==> src/rtl/waveform_pkg.sv <==
// Shared definitions for the waveform DMA path: arbiter state encoding and
// default DMA handshake widths.
package waveform_pkg;

  localparam int DMA_ADDR_WID = 32;
  localparam int DMA_WORD_WID = 16;

  typedef enum logic [1:0] {
    ST_IDLE    = 2'd0,
    ST_ISSUE   = 2'd1,
    ST_DELIVER = 2'd2
  } arb_state_t;

endpackage

==> src/rtl/round_robin_pick.sv <==
// Combinational round-robin winner select: first set request at or after ptr,
// wrapping back to the lowest set request.
module round_robin_pick #(
  parameter  int N_REQ = 2,
  localparam int IDX_W = $clog2(N_REQ)
) (
  input  logic [N_REQ-1:0] req,
  input  logic [IDX_W-1:0] ptr,
  output logic [IDX_W-1:0] winner,
  output logic             any
);

  logic [N_REQ-1:0] upper;
  logic [N_REQ-1:0] pool;

  always_comb begin
    upper = '0;
    for (int i = 0; i < N_REQ; i++) begin
      upper[i] = req[i] && (i >= int'(ptr));
    end
    // Nothing at or above ptr means the search wraps to the bottom.
    pool   = (|upper) ? upper : req;
    winner = '0;
    for (int i = N_REQ - 1; i >= 0; i--) begin
      if (pool[i]) winner = IDX_W'(i);
    end
    any = |req;
  end

endmodule

==> src/rtl/dma_read_arbiter.sv <==
// Round-robin sharing of one DMA read port among N_REQ BRAM refresh engines,
// one outstanding read at a time. Optional ISSUE timeout: DMA_ARB_TIMEOUT_EN.
//
// state      | meaning
// ST_IDLE    | no transaction; pick next requester from ptr
// ST_ISSUE   | ram_read high to DMA, waiting for ram_valid
// ST_DELIVER | word held for requester until it and the DMA release
module dma_read_arbiter
  import waveform_pkg::*;
#(
  parameter  int N_REQ            = 2,
  parameter  int RAM_WID          = DMA_ADDR_WID,
  parameter  int RAM_WORD_WID     = DMA_WORD_WID,
`ifdef DMA_ARB_TIMEOUT_EN
  parameter  int TIMEOUT_CNTR_LEN = 8,
  parameter  int TIMEOUT          = 200,
`endif
  localparam int IDX_W            = $clog2(N_REQ)
) (
  input  logic                       clk,
  input  logic                       rst,
  input  logic [N_REQ*RAM_WID-1:0]   req_addr,
  input  logic [N_REQ-1:0]           req_read,
  output logic [RAM_WORD_WID-1:0]    req_word,
  output logic [N_REQ-1:0]           req_valid,
  output logic [RAM_WID-1:0]         ram_dma_addr,
  output logic                       ram_read,
  input  logic [RAM_WORD_WID-1:0]    ram_word,
  input  logic                       ram_valid,
  output logic [IDX_W-1:0]           grant,
  output logic                       busy
`ifdef DMA_ARB_TIMEOUT_EN
  ,
  output logic                       timeout_err
`endif
);

  arb_state_t              state, state_nxt;
  logic [IDX_W-1:0]        ptr, ptr_nxt;
  logic [IDX_W-1:0]        grant_nxt;
  logic [RAM_WID-1:0]      addr_nxt;
  logic                    ram_read_nxt;
  logic [RAM_WORD_WID-1:0] word_nxt;
  logic [N_REQ-1:0]        valid_nxt;
  logic                    busy_nxt;
  logic                    cancel, cancel_nxt;
  logic [IDX_W-1:0]        pick_idx;
  logic                    pick_any;
  logic [RAM_WID-1:0]      addr_arr [N_REQ];

`ifdef DMA_ARB_TIMEOUT_EN
  logic [TIMEOUT_CNTR_LEN-1:0] tmo_cnt, tmo_cnt_nxt;
  logic                        err_nxt;
`endif

  round_robin_pick #(.N_REQ(N_REQ)) u_pick (
    .req    (req_read),
    .ptr    (ptr),
    .winner (pick_idx),
    .any    (pick_any)
  );

  always_comb begin
    for (int i = 0; i < N_REQ; i++) begin
      addr_arr[i] = req_addr[i*RAM_WID +: RAM_WID];
    end
  end

  always_comb begin
    state_nxt    = state;
    ptr_nxt      = ptr;
    grant_nxt    = grant;
    addr_nxt     = ram_dma_addr;
    ram_read_nxt = ram_read;
    word_nxt     = req_word;
    valid_nxt    = req_valid;
    cancel_nxt   = cancel;
`ifdef DMA_ARB_TIMEOUT_EN
    tmo_cnt_nxt  = tmo_cnt;
    err_nxt      = timeout_err;
`endif
    case (state)
      ST_IDLE: begin
        valid_nxt  = '0;
        cancel_nxt = 1'b0;
        if (pick_any) begin
          grant_nxt    = pick_idx;
          addr_nxt     = addr_arr[pick_idx];
          ram_read_nxt = 1'b1;
          state_nxt    = ST_ISSUE;
`ifdef DMA_ARB_TIMEOUT_EN
          // Down-counter sized so ram_read stays high exactly TIMEOUT cycles.
          tmo_cnt_nxt  = TIMEOUT_CNTR_LEN'(TIMEOUT - 1);
`endif
        end
      end
      ST_ISSUE: begin
        if (!req_read[grant]) cancel_nxt = 1'b1;
        if (ram_valid) begin
          word_nxt         = ram_word;
          ram_read_nxt     = 1'b0;
          valid_nxt        = '0;
          valid_nxt[grant] = !cancel_nxt;
          state_nxt        = ST_DELIVER;
        end
`ifdef DMA_ARB_TIMEOUT_EN
        else if (tmo_cnt == '0) begin
          word_nxt         = '0;
          ram_read_nxt     = 1'b0;
          err_nxt          = 1'b1;
          valid_nxt        = '0;
          valid_nxt[grant] = !cancel_nxt;
          state_nxt        = ST_DELIVER;
        end else begin
          tmo_cnt_nxt = tmo_cnt - 1'b1;
        end
`endif
      end
      ST_DELIVER: begin
        if (!req_read[grant] && !ram_valid) begin
          valid_nxt = '0;
          ptr_nxt   = (int'(grant) == N_REQ - 1) ? '0 : grant + IDX_W'(1);
          state_nxt = ST_IDLE;
        end
      end
      default: state_nxt = ST_IDLE;
    endcase
    busy_nxt = (state_nxt != ST_IDLE);
  end

  always_ff @(posedge clk) begin
    if (rst) begin
      state        <= ST_IDLE;
      ptr          <= '0;
      grant        <= '0;
      ram_dma_addr <= '0;
      ram_read     <= 1'b0;
      req_word     <= '0;
      req_valid    <= '0;
      busy         <= 1'b0;
      cancel       <= 1'b0;
`ifdef DMA_ARB_TIMEOUT_EN
      tmo_cnt      <= '0;
      timeout_err  <= 1'b0;
`endif
    end else begin
      state        <= state_nxt;
      ptr          <= ptr_nxt;
      grant        <= grant_nxt;
      ram_dma_addr <= addr_nxt;
      ram_read     <= ram_read_nxt;
      req_word     <= word_nxt;
      req_valid    <= valid_nxt;
      busy         <= busy_nxt;
      cancel       <= cancel_nxt;
`ifdef DMA_ARB_TIMEOUT_EN
      tmo_cnt      <= tmo_cnt_nxt;
      timeout_err  <= err_nxt;
`endif
    end
  end

endmodule

==> config.mk <==
export PLATFORM = sky130hd
export DESIGN_NAME = dma_read_arbiter
export DESIGN_NICKNAME = d
export VERILOG_FILES = /design/src/rtl/waveform_pkg.sv /design/src/rtl/round_robin_pick.sv /design/src/rtl/dma_read_arbiter.sv
export SDC_FILE = /design/constraint.sdc
export NUM_CORES = 1
export LEC_CHECK = 0
export ABC_AREA = 0
export CELL_PAD_IN_SITES_DETAIL_PLACEMENT = 0
export CELL_PAD_IN_SITES_GLOBAL_PLACEMENT = 1
export CORE_UTILIZATION = 27
export CTS_BUF_LIST = sky130_fd_sc_hd__clkbuf_8
export CTS_CLUSTER_SIZE = 14
export DETAILED_ROUTE_END_ITERATION = 8
export GPL_ROUTABILITY_DRIVEN = 0
export PLACE_DENSITY = 0.91
export SLEW_MARGIN = 20
export SYNTH_ARGS = -nofsm -noshare
export SYNTH_HDL_FRONTEND = slang
export SYNTH_SLANG_ARGS = --single-unit
==> constraint.sdc <==
create_clock -name clk -period 1.54 [get_ports clk]
set_clock_uncertainty 0.15 [all_clocks]
set_input_delay 0.308 -clock clk [delete_from_list [all_inputs] [get_ports clk]]
set_output_delay 0.308 -clock clk [all_outputs]
set_load 0.005 [all_outputs]
==> qor.txt <==
Worst Hold Depth: 2
number of core rows: 36
Switch Pwr: 1220 uW
mux contribution to synthesized area: 0.0187
Reg clk slew, reported paths: 0.07 ns
drt pass-1 iters: 4
status: finished, final reports clean
clock tree buffer depth: 2
fin crit share: 0.969
DPL Wire Length: 5.97 mm
drt total wl: 9.22 mm
area share of the largest cell type after synthesis: 0.406
Starting Density: 0.283
element type at the critical path start: flip-flop
CTS Buf Count: 9
FF-to-FF Start: ptr$_SDFFE_PP0P_
Max Cap Viol: 0
# DRC: 0
Post-Synth Adder-Cell Area: 0
Slew Limit Fails: 0
GRT overflow: 0
top cells by count, synth: dfxtp_1 (57), a21oi_1 (54), nand3b_1 (35)
leak pwr: 0.00183 uW
n_diodes: 0
Flop pwr share: 0.380
First DRT Iteration DRCs: 86
Setup TNS Final: 0 ns
crit-path max FO: 22
H-tree levels: 3
Final Setup Violations: 0
CP arrival: 1.58 ns
Syn Inst Count: 306
multi-input logic area: 0.00151 mm^2
CTS tree: built
pin count of the biggest net entering global routing: 25
sequential fraction of the synthesis area: 0.406
Main synth FF type: dfxtp_1
Data required, critical path: 1.63 ns
Core ar.: 0.00995 mm^2
clk sinks: 57
Comb pwr share: 0.259
Final Hold Vio Count: 0
initial antenna violation count: 0
Die Span X: 104 um
I/O pins: 138
Synth Area in Simple Gates: 0.179
Switching Fraction: 0.272
WL/cell: 15.8 um
GRT Overall Usage: 0.169
RSZ-0062 raised after global routing: no
EDFF count, synth: 0
die height: 104 um
vias per cell: 4.99
Post-CTS Hold Fix Bufs: 0
number of global-route vias before repair: 2879
worst relative slew slack: 0.754
number of fill cells in the layout: 957
CP endpoint kind: flip-flop
ys async rst share: 0
die area: 0.0108 mm^2
critical path class: reg2reg
post-route ant nets: 0
Critical Path Source: ptr$_SDFFE_PP0P_
first-pass GRT wire length: 14.5 mm
PortBufs: 137
clock share of power: 0.361
Mean Syn Cell Area: 9.19 um^2
R2R setup slack: 0.05 ns
share of layout cells above drive strength 1: 0.228
area leader, netlist: dfxtp_1
# nets final: 531
hold crit path type: in2reg
via total after detailed routing: 2912
top post-synthesis cells by area: dfxtp_1 (41%), a311oi_2 (16%), a21oi_1 (9.6%)
Tightest Pin Transition: 0.369 ns
Peak VDD IR: 0.000479 V
count leader, synth: dfxtp_1
FF+latch area: 0.00116 mm^2
Synth Cell Area: 0.00281 mm^2
Yosys cell types: 27
Fmax achieved: 670 MHz
Worst Min Path Start: rst
clock latency on the worst-skew pair: 0.34 ns
Synth Area in XOR/XNOR: 0
Tot Pwr: 4480 uW
Root Buffer Master: clkbuf_8
synthesized flop and latch total: 57
Synth warnings: 0
worst reg2reg path endpoint: ram_dma_addr[7]$_SDFFE_PP0P_
largest family of logic cells by synthesized area: compound AO/OA/AOI/OAI gates
Post-Syn Nets: 391
area growth from synthesis to layout: 66.9%
Hold EP: grant$_SDFFE_PP0P_
reg2reg path depth: 6
Synth Area in Compound Gates: 0.330
pwr/cell area: 954 mW/mm^2
Period minus WS final: 1.49 ns
P_int: 3260 uW
Hold WS: 0.114 ns
metrics by stage:
step,instance area [um^2],utilization,worst slack [ns],std cells
2_1_floorplan,2810,-,-0.0274,306
3_3_place_gp,4350,0.437,-0.439,559
3_5_place_dp,4350,0.437,-0.513,559
4_1_cts,4680,0.470,0.0382,584
5_1_grt,4690,0.472,0.00681,584
6_report,4690,0.472,0.0477,584
worst max-delay path, stage by stage (launching register included):
cell	delay, ns
dfxtp_2	0.36
nor2b_4	0.07
buf_4	0.13
buf_6	0.11
buf_16	0.14
nand3b_1	0.18
a311oi_2	0.25
cell type report:
type / count / share of cell area
Sequential cell: 57 / 0.248
Clock buffer: 11 / 0.0322
Timing Repair Buffer: 164 / 0.345
Multi-Input combinational cell: 213 / 0.322
Tap cell: 133 / 0.0354
Inverter: 1 / 0.000800
Clock inverter: 5 / 0.0165
kinds of logic after synthesis:
| group | after synthesis |
|---|---|
| compound gates | 122 |
| buf+inv | 37 |
| flops | 57 |
| mux | 5 |
| simple gates | 85 |
how the worst max path moves through the flow:
| stage | endpoint | slack (ns) |
|---|---|---|
| 2_1_floorplan | ram_dma_addr[10]$_SDFFE_PP0P_ | -0.03 |
| 3_5_place_dp | ram_dma_addr[7]$_SDFFE_PP0P_ | -0.51 |
| 4_1_cts | req_valid[0]$_SDFFE_PP0P_ | 0.04 |
| 6_report | ram_dma_addr[7]$_SDFFE_PP0P_ | 0.05 |
| 5_1_grt | ram_dma_addr[7]$_SDFFE_PP0P_ | 0.007 |
| 3_3_place_gp | ram_dma_addr[15]$_SDFFE_PP0P_ | -0.44 |
power by group through the flow:
stage               sequential (uW)  clock [uW]  combinational [uW]
global route                   1720        1700                1250
global placement               1730           0                1130
CTS                            1700        1640                1160
detailed placement             1730           0                1150
floorplan                      1730           0                 551
finish                         1700        1620                1160
cells in the final DEF (no fill, tap or decap), drive strengths merged, types with 11 or more instances in the layout:
master / netlist / final
a21oi: 54 / 54
nand2: 34 / 34
clkdlybuf4s50: 0 / 81
o21ai: 33 / 33
dlygate4sd2: 0 / 55
clkbuf: 27 / 11
dfxtp: 57 / 57
buf: 9 / 28
nand3b: 35 / 35
a311oi: 32 / 32
state kept, by name, summed over array words and instances, names as in the netlist:
signal        flops
ptr               1
grant             1
cancel            1
ram_read          1
ram_dma_addr     32
state             2
req_valid         2
req_word         16
busy              1
routing by layer:
layer / vias to the layer above / share of wire / global-route usage
met2: 129 / 0.48 / 0.297
met1: 1363 / 0.45 / 0.200
met3: 12 / 0.063 / 0.0376
met5: - / 0 / 0
met4: 0 / 0.012 / 0.0633
li1: 1408 / - / -
timing repair:
item	4_1_cts	5_1_grt
endpoints found under the setup margin	87	9
pin swaps	2	1
resized for setup	80	3
buffers inserted	6	0
gates cloned	3	0
(Power assumes the default switching activity.)
